$ cat src/rtl/breakout_pkg.sv
// rtl/breakout_pkg.sv - Breakout playfield geometry, derived pixel limits, mode/phase types and helpers.
package breakout_pkg;

  localparam int TILE_SIZE           = 8;
  localparam int CEILING_Y_TILE      = 9;
  localparam int LEFT_WALL_X_TILE    = 0;
  localparam int RIGHT_WALL_X_TILE   = 99;
  localparam int PADDLE_Y_TILE       = 73;
  localparam int SCREEN_W            = 800;
  localparam int SCREEN_H            = 600;
  localparam int PADDLE_LENGTH_PIXEL = 60;

  // Playfield spans PLAY_X_MIN up to (not including) PLAY_X_END.
  localparam int PLAY_X_MIN   = (LEFT_WALL_X_TILE + 1) * TILE_SIZE;
  localparam int PLAY_X_END   = RIGHT_WALL_X_TILE * TILE_SIZE;
  localparam int TOP_LIMIT_Y  = (CEILING_Y_TILE + 1) * TILE_SIZE;
  localparam int PADDLE_TOP_Y = PADDLE_Y_TILE * TILE_SIZE;

  typedef enum logic [1:0] {
    MODE_SERVE,
    MODE_PLAY,
    MODE_GAME_OVER
  } game_mode_t;

  typedef enum logic [2:0] {
    PH_IDLE,
    PH_PADDLE,
    PH_BALL_X,
    PH_BALL_Y,
    PH_COLLIDE,
    PH_COMMIT
  } phase_t;

  function automatic logic signed [10:0] to_s(input logic [9:0] v);
    return $signed({1'b0, v});
  endfunction

  function automatic logic [9:0] clamp_px(input logic signed [10:0] v,
                                          input logic signed [10:0] lo,
                                          input logic signed [10:0] hi);
    if (v < lo) return lo[9:0];
    if (v > hi) return hi[9:0];
    return v[9:0];
  endfunction

endpackage

$ cat src/rtl/breakout_game_controller_rising_edge_detect.sv
// rtl/breakout_game_controller_rising_edge_detect.sv - Single-cycle pulse on a 0->1 transition of a CLK-synchronous level.
module rising_edge_detect (
  input  logic CLK,
  input  logic RESET,
  input  logic IN,
  output logic PULSE
);

  logic r_prev;

  always_ff @(posedge CLK or posedge RESET) begin
    if (RESET) r_prev <= 1'b0;
    else       r_prev <= IN;
  end

  assign PULSE = IN & ~r_prev;

endmodule

$ cat src/rtl/breakout_game_controller.sv
// rtl/breakout_game_controller.sv - Per-frame Breakout paddle/ball/lives sequencer with atomic output commit.
// Define BREAKOUT_AUTOPILOT_EN to let the paddle track the ball and auto-serve.
module breakout_game_controller #(
  parameter int PADDLE_LENGTH_PIXEL = breakout_pkg::PADDLE_LENGTH_PIXEL,
  parameter int PADDLE_SPEED        = 4,
  parameter int BALL_SPEED          = 2,
  parameter int BALL_SIZE_PIXEL     = 8,
  parameter int START_LIVES         = 3
) (
  input  logic       CLK,
  input  logic       RESET,
  input  logic       VSYNC,
  input  logic       BTN_LEFT,
  input  logic       BTN_RIGHT,
  input  logic       BTN_LAUNCH,
  output logic [9:0] PADDLE_X_PIXEL,
  output logic [9:0] BALL_X_PIXEL,
  output logic [9:0] BALL_Y_PIXEL,
  output logic [1:0] LIVES,
  output logic       GAME_OVER,
  output logic       UPDATE_BUSY
);
  import breakout_pkg::*;

  localparam logic signed [10:0] S_X_MIN      = 11'(PLAY_X_MIN);
  localparam logic signed [10:0] S_PAD_MAX    = 11'(PLAY_X_END - PADDLE_LENGTH_PIXEL);
  localparam logic signed [10:0] S_BALL_X_MAX = 11'(PLAY_X_END - BALL_SIZE_PIXEL);
  localparam logic signed [10:0] S_TOP_Y      = 11'(TOP_LIMIT_Y);
  localparam logic signed [10:0] S_PAD_Y      = 11'(PADDLE_TOP_Y);
  localparam logic signed [10:0] S_FLOOR_Y    = 11'(SCREEN_H);
  localparam logic signed [10:0] S_PAD_LEN    = 11'(PADDLE_LENGTH_PIXEL);
  localparam logic signed [10:0] S_PAD_SPD    = 11'(PADDLE_SPEED);
  localparam logic signed [10:0] S_BALL_SPD   = 11'(BALL_SPEED);
  localparam logic signed [10:0] S_BALL_SIZE  = 11'(BALL_SIZE_PIXEL);
  localparam logic [9:0] BALL_OFS   = 10'((PADDLE_LENGTH_PIXEL - BALL_SIZE_PIXEL) / 2);
  localparam logic [9:0] REST_Y     = 10'(PADDLE_TOP_Y - BALL_SIZE_PIXEL);
  localparam logic [9:0] PAD_CENTER = 10'((SCREEN_W - PADDLE_LENGTH_PIXEL) / 2);
  localparam logic [1:0] LIVES_INIT = 2'(START_LIVES);

  phase_t     r_phase, w_phase_next;
  game_mode_t r_mode;
  logic [9:0] r_pad_x, r_ball_x, r_ball_y, r_old_y;
  logic       r_dx_neg, r_dy_pos;
  logic [1:0] r_lives;
  logic       r_launch_pending, r_launch_go;
  logic [9:0] r_out_pad_x, r_out_ball_x, r_out_ball_y;
  logic [1:0] r_out_lives;
  logic       r_out_game_over;

  logic              w_tick, w_launch_edge, w_start;
  logic [9:0]        w_pad_next;
  logic              w_serve_launch;
  logic signed [10:0] w_nx, w_ny;
  logic              w_hit, w_lost;

  rising_edge_detect u_vsync_edge (
    .CLK   (CLK),
    .RESET (RESET),
    .IN    (VSYNC),
    .PULSE (w_tick)
  );

  rising_edge_detect u_launch_edge (
    .CLK   (CLK),
    .RESET (RESET),
    .IN    (BTN_LAUNCH),
    .PULSE (w_launch_edge)
  );

  assign w_start = w_tick && (r_phase == PH_IDLE);

`ifdef BREAKOUT_AUTOPILOT_EN
  logic signed [10:0] w_target;
  logic               w_unused_btn;
  assign w_unused_btn   = BTN_LEFT ^ BTN_RIGHT;
  assign w_target       = to_s(clamp_px(to_s(r_ball_x) - to_s(BALL_OFS), S_X_MIN, S_PAD_MAX));
  // Clamping the target into a +/-speed window around the paddle gives the bounded step.
  assign w_pad_next     = clamp_px(w_target, to_s(r_pad_x) - S_PAD_SPD, to_s(r_pad_x) + S_PAD_SPD);
  assign w_serve_launch = 1'b1;
`else
  always_comb begin
    w_pad_next = r_pad_x;
    if (BTN_LEFT && !BTN_RIGHT)
      w_pad_next = clamp_px(to_s(r_pad_x) - S_PAD_SPD, S_X_MIN, S_PAD_MAX);
    else if (BTN_RIGHT && !BTN_LEFT)
      w_pad_next = clamp_px(to_s(r_pad_x) + S_PAD_SPD, S_X_MIN, S_PAD_MAX);
  end
  assign w_serve_launch = r_launch_go;
`endif

  assign w_nx = r_dx_neg ? to_s(r_ball_x) - S_BALL_SPD : to_s(r_ball_x) + S_BALL_SPD;
  assign w_ny = r_dy_pos ? to_s(r_ball_y) + S_BALL_SPD : to_s(r_ball_y) - S_BALL_SPD;

  // Evaluated in COLLIDE, after BALL_Y has moved r_ball_y to the new position.
  assign w_hit = r_dy_pos
              && (to_s(r_old_y) + S_BALL_SIZE <= S_PAD_Y)
              && (to_s(r_ball_y) + S_BALL_SIZE >= S_PAD_Y)
              && (to_s(r_ball_x) + S_BALL_SIZE > to_s(r_pad_x))
              && (to_s(r_ball_x) < to_s(r_pad_x) + S_PAD_LEN);
  assign w_lost = to_s(r_ball_y) >= S_FLOOR_Y;

  always_ff @(posedge CLK or posedge RESET) begin
    if (RESET) r_phase <= PH_IDLE;
    else       r_phase <= w_phase_next;
  end

  always_comb begin
    w_phase_next = r_phase;
    case (r_phase)
      PH_IDLE:    if (w_tick) w_phase_next = PH_PADDLE;
      PH_PADDLE:  w_phase_next = PH_BALL_X;
      PH_BALL_X:  w_phase_next = PH_BALL_Y;
      PH_BALL_Y:  w_phase_next = PH_COLLIDE;
      PH_COLLIDE: w_phase_next = PH_COMMIT;
      PH_COMMIT:  w_phase_next = PH_IDLE;
      default:    w_phase_next = PH_IDLE;
    endcase
  end

  always_ff @(posedge CLK or posedge RESET) begin
    if (RESET) begin
      r_mode           <= MODE_SERVE;
      r_pad_x          <= PAD_CENTER;
      r_ball_x         <= PAD_CENTER + BALL_OFS;
      r_ball_y         <= REST_Y;
      r_old_y          <= REST_Y;
      r_dx_neg         <= 1'b0;
      r_dy_pos         <= 1'b0;
      r_lives          <= LIVES_INIT;
      r_launch_pending <= 1'b0;
      r_launch_go      <= 1'b0;
      r_out_pad_x      <= PAD_CENTER;
      r_out_ball_x     <= PAD_CENTER + BALL_OFS;
      r_out_ball_y     <= REST_Y;
      r_out_lives      <= LIVES_INIT;
      r_out_game_over  <= 1'b0;
    end else begin
      if (w_start) begin
        r_launch_go      <= r_launch_pending;
        r_launch_pending <= w_launch_edge;
      end else if (w_launch_edge) begin
        r_launch_pending <= 1'b1;
      end

      case (r_phase)
        PH_PADDLE: begin
          if (r_mode == MODE_GAME_OVER) begin
            if (r_launch_go) begin
              r_lives  <= LIVES_INIT;
              r_mode   <= MODE_SERVE;
              r_pad_x  <= PAD_CENTER;
              r_ball_x <= PAD_CENTER + BALL_OFS;
              r_ball_y <= REST_Y;
            end
          end else begin
            r_pad_x <= w_pad_next;
            if (r_mode == MODE_SERVE) begin
              r_ball_x <= w_pad_next + BALL_OFS;
              r_ball_y <= REST_Y;
              if (w_serve_launch) begin
                r_mode   <= MODE_PLAY;
                r_dx_neg <= 1'b0;
                r_dy_pos <= 1'b0;
              end
            end
          end
        end
        PH_BALL_X: if (r_mode == MODE_PLAY) begin
          if (w_nx <= S_X_MIN) begin
            r_ball_x <= S_X_MIN[9:0];
            r_dx_neg <= 1'b0;
          end else if (w_nx >= S_BALL_X_MAX) begin
            r_ball_x <= S_BALL_X_MAX[9:0];
            r_dx_neg <= 1'b1;
          end else begin
            r_ball_x <= w_nx[9:0];
          end
        end
        PH_BALL_Y: if (r_mode == MODE_PLAY) begin
          r_old_y <= r_ball_y;
          if (w_ny <= S_TOP_Y) begin
            r_ball_y <= S_TOP_Y[9:0];
            r_dy_pos <= 1'b1;
          end else begin
            r_ball_y <= w_ny[9:0];
          end
        end
        PH_COLLIDE: if (r_mode == MODE_PLAY) begin
          if (w_hit) begin
            r_ball_y <= REST_Y;
            r_dy_pos <= 1'b0;
          end else if (w_lost) begin
            if (r_lives == 2'd1) begin
              r_lives <= 2'd0;
              r_mode  <= MODE_GAME_OVER;
            end else begin
              r_lives  <= r_lives - 2'd1;
              r_mode   <= MODE_SERVE;
              r_ball_x <= r_pad_x + BALL_OFS;
              r_ball_y <= REST_Y;
            end
          end
        end
        PH_COMMIT: begin
          r_out_pad_x     <= r_pad_x;
          r_out_ball_x    <= r_ball_x;
          r_out_ball_y    <= r_ball_y;
          r_out_lives     <= r_lives;
          r_out_game_over <= (r_mode == MODE_GAME_OVER);
        end
        default: ;
      endcase
    end
  end

  assign PADDLE_X_PIXEL = r_out_pad_x;
  assign BALL_X_PIXEL   = r_out_ball_x;
  assign BALL_Y_PIXEL   = r_out_ball_y;
  assign LIVES          = r_out_lives;
  assign GAME_OVER      = r_out_game_over;
  assign UPDATE_BUSY    = (r_phase != PH_IDLE);

endmodule

$ cat config.mk
export PLATFORM = sky130hd
export DESIGN_NAME = breakout_game_controller
export DESIGN_NICKNAME = d
export VERILOG_FILES = /design/src/rtl/breakout_pkg.sv /design/src/rtl/breakout_game_controller_rising_edge_detect.sv /design/src/rtl/breakout_game_controller.sv
export SDC_FILE = /design/constraint.sdc
export NUM_CORES = 1
export LEC_CHECK = 0
export ABC_AREA = 1
export ABC_CLOCK_PERIOD_IN_PS = 8000
export BUFFER_PORTS_ARGS = -buffer_cell sky130_fd_sc_hd__buf_2
export CORE_MARGIN = 2
export CORE_UTILIZATION = 45
export CTS_BUF_LIST = sky130_fd_sc_hd__clkbuf_2
export CTS_CLUSTER_SIZE = 40
export DETAILED_ROUTE_END_ITERATION = 6
export PLACE_DENSITY = 0.69
export SKIP_LAST_GASP = 1
export SLEW_MARGIN = 30
export SYNTH_ARGS = -nofsm -noshare
export SYNTH_HDL_FRONTEND = slang
export SYNTH_SLANG_ARGS = --single-unit
$ cat constraint.sdc
create_clock -name CLK -period 8 [get_ports CLK]
set_clock_uncertainty 0.2 [all_clocks]
set_input_delay 1.2 -clock CLK [delete_from_list [all_inputs] [get_ports CLK]]
set_output_delay 1.2 -clock CLK [all_outputs]
set_load 0.005 [all_outputs]
# Word level (Yosys, flattened, before mapping)
# Cells that the tools add are included.
totals:
  ff_bits: 86
  in_bits: 6
op_classes:
  n_bitwise: 4
  muxes: 79
  n_addsub: 13
  n_eq_ne: 28
  reduce_logical: 25
  n_lt_le_gt_ge: 12
ops:
  columns: ["operator", "n"]
  rows:
  - ["$mux 10", 31]
  - ["$pmux 10 s3", 2]
  - ["$add 10x4->11 const B", 3]
  - ["$mux 2", 14]
  - ["$ne 2x2->1 const B", 14]
  - ["$mux 1", 24]
  - ["$add 10x2->11 const B", 2]
  - ["$ge 11x11->1 const B", 2]
  - ["$gt 11x11->1 const B", 2]
  - ["$lt 11x5->1 const B", 2]
  - ["$mux 11", 2]
  - ["$sub 10x2->11 const B", 2]
  - ["$add 10x5->10 const B", 2]
  - ["$ne 3x3->1 const B", 6]
  - ["$reduce_and 8->1", 2]
  - ["$pmux 3 s5", 1]
  - ["$reduce_and 7->1", 2]
  - ["$reduce_and 6->1", 2]
  - ["$add 10x3->11 const B", 1]
  - ["$add 10x6->11 const B", 1]
  - ["$gt 11x11->1", 1]
  - ["$le 11x11->1 const B", 1]
  - ["$le 11x5->1 const B", 1]
  - ["$le 11x8->1 const B", 1]
  - ["other kinds (22)", 40]

# Longest topological paths before layout
logic_depth:
  word_depth: 16
  mapped_depth: 25
  depth_no_buf: 24

# Modules after synthesis
# A second synthesis with hierarchy kept.
hier_totals:
  cells_unflattened: 907
  hier_area_um2: 6462.4
by_module_without_submodules:
  columns: ["module", "area_each_um2", "instances", "seq_area_each_um2", "cells_per_inst"]
  rows:
  - ["breakout_game_controller", 6384.9, 1, 2062.0, 899]
  - ["rising_edge_detect", 38.8, 2, 25.0, 4]

# Worst setup path after synthesis
# No wires, ideal clock.
synth_timing:
  path_kind: "register to register"
  start: "register r_pad_x[2]"
  end: "register r_ball_y[2]"
  path_slack_ps: 5062
  arrival_time_ps: 2620
  t_required_ps: 7681
  setup_ps: 119
  path_stages_with_launch: 20
  period_less_slack_ps: 2938
  path_cell_list: "dfrtp_1 > buf_4 > inv_2 > ha_1 > nand3_2 > nand2_1 > xor2_1 > ha_1 > nand2_1 > inv_1 > o21ai_2 > nand2_1 > nor2_1 > nand2_1 > nor2_2 > nand2_1 > nand3_2 > nand2_4 > buf_6 > o21a_1"
synth_between:
  elab_chain_len: 6
  word_cells_on_any_way: 11
  classes_between: "1 x add/sub; 2 x order compare; 2 x eq/ne; 3 x mux; 3 x reduce/logical"
synth_lines:
  columns: ["item", "line_no", "text"]
  rows:
  - ["start, declared", "breakout_game_controller.sv:42", "logic [9:0] r_pad_x, r_ball_x, r_ball_y, r_old_y;"]
  - ["start signal, assigned", "breakout_game_controller.sv:156", "r_pad_x <= w_pad_next;"]
  - ["$add 10x6->11 or $gt 11x11->1 (tied branches)", "breakout_game_controller.sv:99, breakout_game_controller.sv:98", null]
  - ["$lt 11x11->1 or $logic_and 1x1->1 (tied branches)", "breakout_game_controller.sv:99, breakout_game_controller.sv:98", null]
  - ["$logic_and 1x1->1 *", "breakout_game_controller.sv:99", "&& (to_s(r_ball_x) < to_s(r_pad_x) + S_PAD_LEN);"]
  - ["$mux 10", "breakout_game_controller.sv:189", "if (w_hit) begin"]
  - ["$mux 10", "breakout_game_controller.sv:188", "PH_COLLIDE: if (r_mode == MODE_PLAY) begin"]
  - ["$pmux 10 s3", "breakout_game_controller.sv:145", "case (r_phase)"]
  - ["end signal, assigned", "breakout_game_controller.sv:182", "r_ball_y <= S_TOP_Y[9:0];"]
  - ["end signal, assigned", "breakout_game_controller.sv:185", "r_ball_y <= w_ny[9:0];"]
  - ["end, declared", "breakout_game_controller.sv:42", null]
# Every way passes the cells marked *; elsewhere a longest branch is shown, timed or not. The select of a mux whose other input is x is not followed.
# A chain may end at the register's enable or synchronous reset.

# Final worst setup path
layout_timing:
  start: "register r_pad_x[3]"
  end: "register r_ball_x[1]"
layout_between:
  elab_chain_len: 14
  word_cells_on_any_way: 37
  classes_between: "4 x add/sub; 6 x order compare; 1 x eq/ne; 23 x mux; 3 x reduce/logical"
layout_lines:
  columns: ["item", "line_no", "text"]
  rows:
  - ["$add 10x3->11", "breakout_game_controller.sv:86", "w_pad_next = clamp_px(to_s(r_pad_x) + S_PAD_SPD, S_X_MIN, S_PAD_MAX);"]
  - ["$gt 11x11->1", "breakout_pkg.sv:42", "if (v > hi) return hi[9:0];"]
  - ["$mux 1 (2 in series)", "breakout_pkg.sv:42", null]
  - ["$mux 1", "breakout_game_controller.sv:85", "else if (BTN_RIGHT && !BTN_LEFT)"]
  - ["$mux 1", "breakout_game_controller.sv:83", "if (BTN_LEFT && !BTN_RIGHT)"]
  - ["$mux 10", "breakout_pkg.sv:43", "return v[9:0];"]
  - ["$mux 10", "breakout_pkg.sv:42", null]
  - ["$mux 10", "breakout_game_controller.sv:85", null]
  - ["$mux 10", "breakout_game_controller.sv:83", null]
  - ["$add 10x5->10", "breakout_game_controller.sv:158", "r_ball_x <= w_pad_next + BALL_OFS;"]
  - ["$mux 10", "breakout_game_controller.sv:157", "if (r_mode == MODE_SERVE) begin"]
  - ["$mux 10", "breakout_game_controller.sv:147", "if (r_mode == MODE_GAME_OVER) begin"]
  - ["$pmux 10 s3", "breakout_game_controller.sv:145", null]
  - ["end signal, assigned", "breakout_game_controller.sv:152", "r_ball_x <= PAD_CENTER + BALL_OFS;"]
  - ["end signal, assigned", "breakout_game_controller.sv:158", null]
  - ["end signal, assigned", "breakout_game_controller.sv:170", "r_ball_x <= S_X_MIN[9:0];"]
  - ["end, declared", "breakout_game_controller.sv:42", null]
# Parallel ways exist; a longest one is shown, timed or not. The select of a mux whose other input is x is not followed.

==> impl_metrics.toml <==
[run_status]
status = "finished, final reports clean"

[drt]
antenna_left = 0
wl_per_cell_um = 14.9
via_count = 6039
drt-initial-drc-count = 431
drt_pass1_iterations = 5
drc_errors = 0
viasPerCell = 5.28
routed_wl_mm = 17.1

[synth]
avgSynthCellArea_um2 = 7.12
postSynthCellCount = 923
synthTopCellsByArea = "dfrtp_1 21%, nand2_1 13%, dfstp_2 11%"
async_flop_share_pct = 100
ys.warnings.count = 0
yosys.area.top_type_share_pct = 21.0
synth_nets = 976
synthesis.area_um2 = 6570
synth.distinct_cells = 51
synth_flop_cell = "dfrtp_1"
synth_edf_count = 0
yosysSeqAreaShare_pct = 32.2
yosysTopAreaCell = "dfrtp_1"
synth_seq_cells = 83

[critical_path]
slowest_delay_ns = 0.76
cp_top_family = "simple AND/OR/NAND/NOR gates"
cp-end-kind = "flop"
reg2reg_depth = 16
timing.critical_path.buf_inv = 2
crit_chain = "inv_1 > ha_1 > nand3_2 > nand2_1 > xor2_1 > ha_1 > nand3_2 > nor3_1 > o21ai_1 > nand2_1 > nor2_2 > nand3_1 > nand4_1 > inv_1 > o21ai_0 > nand2_1"
path_depth = 16
worstPathMaxFanout = 11
cp.required_ns = 8.34
critPathSlowestCell = "dfrtp_1"
cp.arrival_ns = 4.27
cpMostUsedCell = "nand2_1"
crit_type = "reg -> reg"
cp-start-kind = "flop"

[placed_design]
dpl.hpwl_mm = 12.9
port_buffers = 38
dpl_cell_area_um2 = 6870
place_congestion = 0.938
pre_cts_slack_ns = 4.20

[timing]
worst_slack_ns = 4.07
max_slew.worst_pin.slew_ns = 0.827
fmax_mhz = 254
fin_setup_tns_ns = 0
slew_headroom_pct = 44.6
holdWs_ns = 0.264
finalHoldViolations = 0
finalSetupViolCount = 0
drv_slew = 0
rsz0062_at_grt = "no"
period_minus_slack_ns = 3.93
post-route-period-util_pct = 49.2

[final_layout]
final_cell_area_um2 = 6970
syn_to_final_growth_pct = 6.17
multi_input_area_um2 = 3800
fin_util_pct = 48.5
regArea_um2 = 2110
drive_gt1_share_pct = 15.8
fillers = 1473
final_nets = 1007
num_antenna_cells = 0

[pwr]
switching_share_pct = 55.0
p_sw_w = 0.00182
combPwrFrac_pct = 66.0
ir_drop_uv = 127
internal_power_w = 0.00149
power.density_nw_per_um2 = 474
p_leak_nw = 3.64
power_frac_clock_pct = 6.0
pwr-share-seq_pct = 28.0

[job]
cap_violations = 0

[global_route]
grt_pass1_vias = 5774
grtUsageTotal_pct = 22.2
grt_pass1_wl_mm = 28.2
grt_max_degree = 84
met1_usage_pct = 27.9
met3_usage_pct = 5.50
busiest_layer = "met2"
use_met2_pct = 37.9
overflow = 0
antenna_found_initial = 0

[cts]
post_cts_buffers = 0
numCtsBuffers = 9
cts_tree = "done"
clkLatencyLatePin_ns = 0.58
cts-root-buf = "clkbuf_2"
ctsHoldBuffers = 0
clockBufferDepth = 2
clock_sinks = 83
cts_resized = 0
cts-htree-levels = 3
cts.clk_slew.worst_paths_ns = 0.25

[floorplanning]
core_um2 = 14400
die-area_um2 = 15600
rows = 44
fp.dieW_um = 125
initial_utilization_pct = 45.7
io-pin-count = 40
dieHeight_um = 125

[min_path]
hold_depth = 1
hp-class = "reg -> reg"
cell type report:
cell class                      count  share of cell area (%)
Multi-Input combinational cell    683                    54.6
Sequential cell                    83                    30.3
Inverter                          138                    7.59
Tap cell                          184                    3.30
Timing Repair Buffer               39                    2.89
Clock inverter                      7                   0.718
Clock buffer                        9                   0.646
cell usage after synthesis, drive strengths merged, types with 2 or more instances:
master	instances
fa	2
inv	137
mux2	2
nand2	248
a31oi	5
buf	11
nor2	91
a21o	2
nor3	20
clkbuf	8
or2	2
dfrtp	55
o21a	4
nand3	66
o21bai	6
xnor2	7
o22ai	10
dfstp	28
a211oi	2
a22oi	4
xor2	19
ha	45
nand3b	2
nand4	15
o211ai	4
a21oi	45
o21ai	76
final timing paths:
kind	endpoint	slack (ns)	from
max	r_ball_x[1]	4.07	r_pad_x[3]
min	r_launch_pending	0.26	u_launch_edge.r_prev
max reg2reg	r_ball_x[1]	4.07	r_pad_x[3]
min reg2reg	r_launch_pending	0.26	u_launch_edge.r_prev
max in group asynchronous	r_ball_x[0]	6.47	RESET
min in group asynchronous	r_launch_pending	0.55	RESET
metrics by stage:
| stage | total power, W | std cells |
|---|---|---|
| final | 0.00330 | 1143 |
| after global routing | 0.00367 | 1143 |
| after CTS | 0.00329 | 1143 |
| after detailed placement | 0.00308 | 1127 |
| after global placement | 0.00306 | 1127 |
| after floorplan | 0.00254 | 923 |
registers in the layout, indices dropped and copies added (netlist names):
name and count:
BALL_X_PIXEL 10, PADDLE_X_PIXEL 10, r_ball_x 10, r_pad_x 10, BALL_Y_PIXEL 9, r_ball_y 9, r_old_y 9, r_phase 3
LIVES 2, r_lives 2, r_mode 2, GAME_OVER 1, r_dx_neg 1, r_dy_pos 1, r_launch_go 1, r_launch_pending 1
u_launch_edge.r_prev 1, u_vsync_edge.r_prev 1
power by group through the flow:
| stage | combinational (W) | sequential (W) | clock [W] |
|---|---|---|---|
| final | 0.00218 | 0.000924 | 0.000199 |
| after global routing | 0.00250 | 0.000949 | 0.000221 |
| after CTS | 0.00216 | 0.000922 | 0.000208 |
| after detailed placement | 0.00215 | 0.000931 | 0 |
| after global placement | 0.00213 | 0.000929 | 0 |
| after floorplan | 0.00173 | 0.000814 | 0 |
layer usage:
layer	up-vias	wire (µm)	share of wire, %
li1	3080	-	-
met1	2754	7460	44
met2	175	8290	49
met3	30	972	5.7
met4	0	342	2.0
met5	-	0	0
cells in the final DEF, fill, tap and decap left out, types with 3 or more instances in the layout:
master,netlist,final
nand2_1,229,228
inv_1,120,119
nor2_1,77,77
o21ai_0,62,62
nand3_1,59,59
dfrtp_1,55,55
ha_1,45,45
a21oi_1,44,44
buf_2,2,38
dfstp_2,28,28
xor2_1,19,19
nor3_1,17,17
nand2_2,16,16
nand4_1,15,15
inv_2,15,15
o21ai_1,12,12
o22ai_1,10,10
clkbuf_2,0,9
nor2_2,8,8
xnor2_1,7,7
o21bai_1,6,6
nand3_2,6,6
a31oi_1,5,5
nor2_4,5,5
o211ai_1,4,4
a22oi_1,4,4
o21a_1,4,4
nand2_4,3,4
clkinv_2,0,3
clkinvlp_4,0,3
cell families after synthesis:
kind of cell               share of synthesized area [%]
xor gates and xnor gates                            3.47
other                                             0.0571
AOI/OAI and AO/OA                                   13.9
DFF                                                 32.2
buffers and inverters                               10.0
muxes                                              0.343
and+or+nand+nor                                     30.9
adders and majority gates                           9.18
No activity file was read; power rests on OpenSTA's default activity.
